### src/rtl/uart_pkg.sv
// Shared UART definitions: byte width, default receive-buffer depth and the
// per-edge operation decode used by the receive FIFO.
package uart_pkg;

   localparam int UART_DATA_W        = 8;
   localparam int UART_RX_FIFO_DEPTH = 8;

   // What the buffer does on a given edge once push/pop qualification is known.
   typedef enum logic [1:0] {
      FIFO_IDLE = 2'b00,
      FIFO_PUSH = 2'b01,
      FIFO_POP  = 2'b10,
      FIFO_BOTH = 2'b11
   } fifo_op_e;

   function automatic fifo_op_e fifo_op(input logic push, input logic pop);
      fifo_op_e op;
      case ({pop, push})
         2'b01:   op = FIFO_PUSH;
         2'b10:   op = FIFO_POP;
         2'b11:   op = FIFO_BOTH;
         default: op = FIFO_IDLE;
      endcase
      return op;
   endfunction

endpackage : uart_pkg

### src/rtl/uart_fifo_mem.sv
// Byte storage for the receive FIFO: one synchronous write port and a
// registered read port. The array itself is never reset so it can map to RAM.
module uart_fifo_mem
   import uart_pkg::*;
#(
   parameter int DATA_W = UART_DATA_W,
   parameter int DEPTH  = UART_RX_FIFO_DEPTH,
   parameter int ADDR_W = $clog2(DEPTH)
) (
   input  logic              clk,
   input  logic              rst,
   input  logic              we_i,
   input  logic [ADDR_W-1:0] waddr_i,
   input  logic [DATA_W-1:0] wdata_i,
   input  logic              re_i,
   input  logic [ADDR_W-1:0] raddr_i,
   output logic [DATA_W-1:0] rdata_o
);

   logic [DATA_W-1:0] mem_q [DEPTH];
   logic [DATA_W-1:0] rdata_q;

   always_ff @(posedge clk) begin
      if (we_i) begin
         mem_q[waddr_i] <= wdata_i;
      end
   end

   // Only the output register is reset; a read that coincides with a write to
   // the same slot returns the old contents, which is the byte being popped.
   always_ff @(posedge clk or posedge rst) begin
      if (rst) begin
         rdata_q <= '0;
      end else if (re_i) begin
         rdata_q <= mem_q[raddr_i];
      end
   end

   assign rdata_o = rdata_q;

endmodule : uart_fifo_mem

### src/rtl/uart_rx_fifo.sv
// Receive-side byte buffer behind the UART receiver: captures each received
// byte, holds up to DEPTH of them for the host and flags bytes lost while full.
module uart_rx_fifo
   import uart_pkg::*;
#(
   parameter int DATA_W = UART_DATA_W,
   parameter int DEPTH  = UART_RX_FIFO_DEPTH
) (
   input  logic                      clk,
   input  logic                      reset,
   input  logic [DATA_W-1:0]         rx_data,
   input  logic                      rx_valid,
   input  logic                      rd_en,
   input  logic                      clr_ovf,
   output logic [DATA_W-1:0]         rd_data,
   output logic                      rd_valid,
   output logic                      empty,
   output logic                      full,
   output logic [$clog2(DEPTH):0]    count,
   output logic                      overflow
);

   localparam int ADDR_W = $clog2(DEPTH);
   localparam logic [ADDR_W:0]   CNT_ONE  = (ADDR_W+1)'(1);
   localparam logic [ADDR_W:0]   CNT_FULL = (ADDR_W+1)'(DEPTH);
   localparam logic [ADDR_W-1:0] PTR_ONE  = ADDR_W'(1);

   // Handshake: rx_valid is a one-cycle strobe with no back-pressure (a byte
   // offered while full with no pop is dropped and flagged); rd_en is a pop
   // request honoured only when not empty, answered by a one-cycle rd_valid
   // pulse the following cycle with rd_data held until the next pop.

   logic [ADDR_W-1:0] wr_ptr_q, wr_ptr_d;
   logic [ADDR_W-1:0] rd_ptr_q, rd_ptr_d;
   logic [ADDR_W:0]   count_q,  count_d;
   logic              overflow_q, overflow_d;
   logic              rd_valid_q, rd_valid_d;

   logic     empty_w;
   logic     full_w;
   logic     do_pop;
   logic     do_push;
   logic     do_drop;
   fifo_op_e op;

   // Flags come from the occupancy count; pointer equality alone is ambiguous.
   assign empty_w = (count_q == '0);
   assign full_w  = (count_q == CNT_FULL);

   assign do_pop  = rd_en && !empty_w;
   assign do_push = rx_valid && (!full_w || do_pop);
   assign do_drop = rx_valid && full_w && !do_pop;
   assign op      = fifo_op(do_push, do_pop);

   always_comb begin
      wr_ptr_d   = wr_ptr_q;
      rd_ptr_d   = rd_ptr_q;
      count_d    = count_q;
      rd_valid_d = do_pop;

      // Power-of-two depth: the pointer increment wraps DEPTH-1 -> 0 naturally.
      if (do_push) begin
         wr_ptr_d = wr_ptr_q + PTR_ONE;
      end
      if (do_pop) begin
         rd_ptr_d = rd_ptr_q + PTR_ONE;
      end

      case (op)
         FIFO_PUSH: count_d = count_q + CNT_ONE;
         FIFO_POP:  count_d = count_q - CNT_ONE;
         default:   count_d = count_q;
      endcase
   end

   // A drop on the same edge as a clear wins, so no lost byte goes unreported.
   always_comb begin
      overflow_d = overflow_q;
      if (do_drop) begin
         overflow_d = 1'b1;
      end else if (clr_ovf) begin
         overflow_d = 1'b0;
      end
   end

   always_ff @(posedge clk or posedge reset) begin
      if (reset) begin
         wr_ptr_q   <= '0;
         rd_ptr_q   <= '0;
         count_q    <= '0;
         overflow_q <= 1'b0;
         rd_valid_q <= 1'b0;
      end else begin
         wr_ptr_q   <= wr_ptr_d;
         rd_ptr_q   <= rd_ptr_d;
         count_q    <= count_d;
         overflow_q <= overflow_d;
         rd_valid_q <= rd_valid_d;
      end
   end

   uart_fifo_mem #(
      .DATA_W (DATA_W),
      .DEPTH  (DEPTH),
      .ADDR_W (ADDR_W)
   ) u_mem (
      .clk     (clk),
      .rst     (reset),
      .we_i    (do_push),
      .waddr_i (wr_ptr_q),
      .wdata_i (rx_data),
      .re_i    (do_pop),
      .raddr_i (rd_ptr_q),
      .rdata_o (rd_data)
   );

   assign rd_valid = rd_valid_q;
   assign empty    = empty_w;
   assign full     = full_w;
   assign count    = count_q;
   assign overflow = overflow_q;

endmodule : uart_rx_fifo
### config.mk
export PLATFORM = sky130hd
export DESIGN_NAME = uart_rx_fifo
export DESIGN_NICKNAME = d
export VERILOG_FILES = /design/src/rtl/uart_pkg.sv /design/src/rtl/uart_fifo_mem.sv /design/src/rtl/uart_rx_fifo.sv
export SDC_FILE = /design/constraint.sdc
export NUM_CORES = 1
export LEC_CHECK = 0
export ABC_AREA = 1
export BUFFER_PORTS_ARGS = -buffer_cell sky130_fd_sc_hd__buf_4
export CELL_PAD_IN_SITES_DETAIL_PLACEMENT = 1
export CELL_PAD_IN_SITES_GLOBAL_PLACEMENT = 2
export CORE_AREA = 2 2 106 87
export DETAILED_ROUTE_END_ITERATION = 6
export DIE_AREA = 0 0 108 89
export PLACE_DENSITY = 0.92
export SYNTH_ARGS = -nofsm -noshare
export SYNTH_HDL_FRONTEND = slang
export SYNTH_SLANG_ARGS = --single-unit
### constraint.sdc
create_clock -name clk -period 4.48 [get_ports clk]
set_input_delay 0.672 -clock clk [delete_from_list [all_inputs] [get_ports clk]]
set_output_delay 0.672 -clock clk [all_outputs]
set_load 0.02 [all_outputs]
==> summary.md <==
| Metric | Value |
|---|---|
| Buffers on Ports | 28 |
| Power per Cell Area | 647 nW/um2 |
| Core ar. | ~8400 um2 |
| Leakage | between 0.0015 and 0.002 uW |
| Vias | around 2300 |
| Placed cell count | roughly 440 |
| CP endpoint kind | flop |
| Leading cell type in the layout, fill and taps excluded | nor2_1 |
| CTS Buffer Depth | 2 |
| Chip width | between 100 and 150 um |
| H-tree Lvls | 3 |
| DRT iter0 DRCs | roughly 160 |
| Critical Path Start Type | flop |
| First-pass GRT wire length | about 13000 um |
| Sequential share of the synthesized area | between 60% and 70% |
| M1 WL | around 3600 um |
| Max-slew violation total from the final report | 0 |
| Synthesis-stage register bit count | 84 |
| CP max FO | 16 |
| Setup TNS | 0 ns |
| 1st-pass router iterations | 4 |
| Max-Cap Viols | 0 |
| Highest metal used | met4 |
| Area Growth Syn to Fin | 12.9% |
| Compound-Gate Fraction of Synth Area | under 10% |
| Die area | roughly 9600 um2 |
| CTS Buf Count | 9 |
| Setup Buffers After CTS | 0 |
| Endpoints failing setup | 0 |
| GPL Wtd Cong | approximately 0.76 |
| WL final | 7940 um |
| Ports | 29 |
| Met2 wirelength from detailed routing | about 3800 um |
| Total track usage | a little under a fifth |
| Area of the mapped netlist | ~3500 um2 |
| Gr ovfl total | 0 |
| Final hold vios | 0 |
| # nets final | approximately 360 |
| Clock transition at the registers of the reported paths | approximately 0.090 ns |
| Critical Path RT | 4.72 ns |
| Sink Count | between 80 and 90 |
| Fmax | between 400 and 500 MHz |
| Starting Density | about two fifths |
| Period minus WS final | about 2.2 ns |
| Synth cell types | 22 |
| Mean Syn Cell Area | 11.3 um2 |
| DRC Markers | 0 |
| Tcrit/Tclk final | between 40 and 50% |
| Clk Latency, worst-skew pair | between 0.3 and 0.4 ns |
| Vias per inst | around 5.0 |
| Detail Route Antenna Nets | 0 |
| Synth Area in Simple Gates | 18.3% |
| Crit Path Category | reg -> reg |
| HPWL Detailed | ~5300 um |
| Post-synthesis adder-cell area fraction | between 1.5 and 2% |
| RSZ-0062 raised after global routing | false |
| Metal3 WL | around 500 um |
| Slew HR | between 30% and 40% |
| Fraction of layout instances using a drive strength above 1 | roughly 18% |
| Worst Clk Skew | ~0.009 ns |
| Most frequent cells in the layout | nor2_1, edfxtp_1, nand2_1 |
| Multiplexer share of the synthesized area | 0% |
| Ant. Diodes | 0 |
| Cell Rows | 30 |
| Largest net degree at the start of global routing | 36 |
| Yosys warnings | 0 |
| Net Count, Synth | 330 |
| Xor/xnor cell area share of the yosys netlist | roughly 1.5% |
| Layout Cells excl Fill | roughly 460 |
| Die Y | between 80 and 90 um |
| Arrival @ worst endpoint | 2.40 ns |
| CTS tree | built |
| Main combinational cell family by area after synthesis | simple AND/OR/NAND/NOR gates |
| Hold Slack | approximately 0.44 ns |
| Mapped Cells | between 300 and 400 |
| Root Buffer | clkbuf_8 |
| Wire per inst | ~17 um |
| Status | complete, no violations |
| Hold crit path type | in -> async |
| Post-CTS sizing | 0 |
| Vias in the first global route | approximately 2400 |
| Worst Tran Pin Value | between 0.9 and 1 ns |
| Hold-fix buffers at CTS | 0 |
| Maximum vdd ir drop | about 260 uV |
| Initial antenna violation count | 0 |
-- layer usage --
layer | global-route usage, % | up-vias
met5 | 0 | -
met4 | 4.43 | 0
met3 | 5.10 | 9
met2 | 29.9 | 61
met1 | 24.0 | 1121
li1 | - | 1106
-- worst max-delay path, stage by stage, from the launching register on --
cell	delay, ns
dfrtp_1	0.45
inv_2	0.08
nand3_1	0.10
inv_2	0.05
nor2_4	0.35
ha_1	0.29
nand2_1	0.07
inv_1	0.07
nor2_1	0.05
ha_1	0.17
a21oi_1	0.14
xor2_1	0.14
o21ai_0	0.08
-- flip-flops by register name (all words and copies together) (netlist names) --
register / count
overflow: 1
rd_valid: 1
count: 4
u_mem.rdata_o: 8
u_mem.mem_q: 64
wr_ptr_q: 3
rd_ptr_q: 3
-- logic make-up after synthesis --
logic type               count (synthesis)
AO/OA/AOI/OAI                           39
XOR/XNOR                                 6
adder cells (fa/ha/maj)                  5
buffers and inverters                   29
flip-flops                              84
AND/OR/NAND/NOR                        149
-- cell type report --
class	instances	area (um2)
tap	112	140
fill	934	4470
multi-input combinational	199	956
sequential	84	2420
inverter	17	63.8
timing repair buffer	29	218
clock buffer	9	124
clock inverter	7	51.3
-- power breakdown --
part           switching (uW)  internal (uW)
Clock                     280            203
Combinational             633            328
Sequential                128           1000
Total                    1040           1530
-- per-stage QoR --
stage	instance area [um2]	setup WS [ns]	total power, uW	util (%)
6_report	3980	2.32	2570	47.1
5_1_grt	3980	2.06	2760	47.1
4_1_cts	3980	2.28	2600	47.1
3_5_place_dp	3800	2.07	2110	45.0
3_3_place_gp	3800	2.14	2060	45.0
2_1_floorplan	3520	2.41	1800	-
-- synth_stat cells (all sizes together) --
library cell	n	area share (%)
buf	12	2.2
xor2	3	0.75
nor2	77	9.0
nand2	42	5.0
inv	16	1.7
o21ai	38	5.4
xnor2	3	0.75
or2	1	0.25
ha	5	1.8
clkinv	1	0.11
a21oi	1	0.14
edfxtp	64	55
dfrtp	20	14
nand3	29	4.1
-- final timing paths --
path / startpoint / end / slack (ns) / cells past startpoint
max: count[3]$_DFFE_PP0P_ / count[2]$_DFFE_PP0P_ / 2.32 / 12
min: reset / u_mem.rdata_o[5]$_DFFE_PP0P_ / 0.44 / 2
max reg2reg: count[3]$_DFFE_PP0P_ / count[2]$_DFFE_PP0P_ / 2.32 / 12
min reg2reg: u_mem.rdata_o[2]$_DFFE_PP0P_ / u_mem.rdata_o[2]$_DFFE_PP0P_ / 0.49 / 2
max in group asynchronous: reset / count[3]$_DFFE_PP0P_ / 3.58 / 2
min in group clk: u_mem.rdata_o[2]$_DFFE_PP0P_ / u_mem.rdata_o[2]$_DFFE_PP0P_ / 0.49 / 2
(Power assumes the default switching activity.)
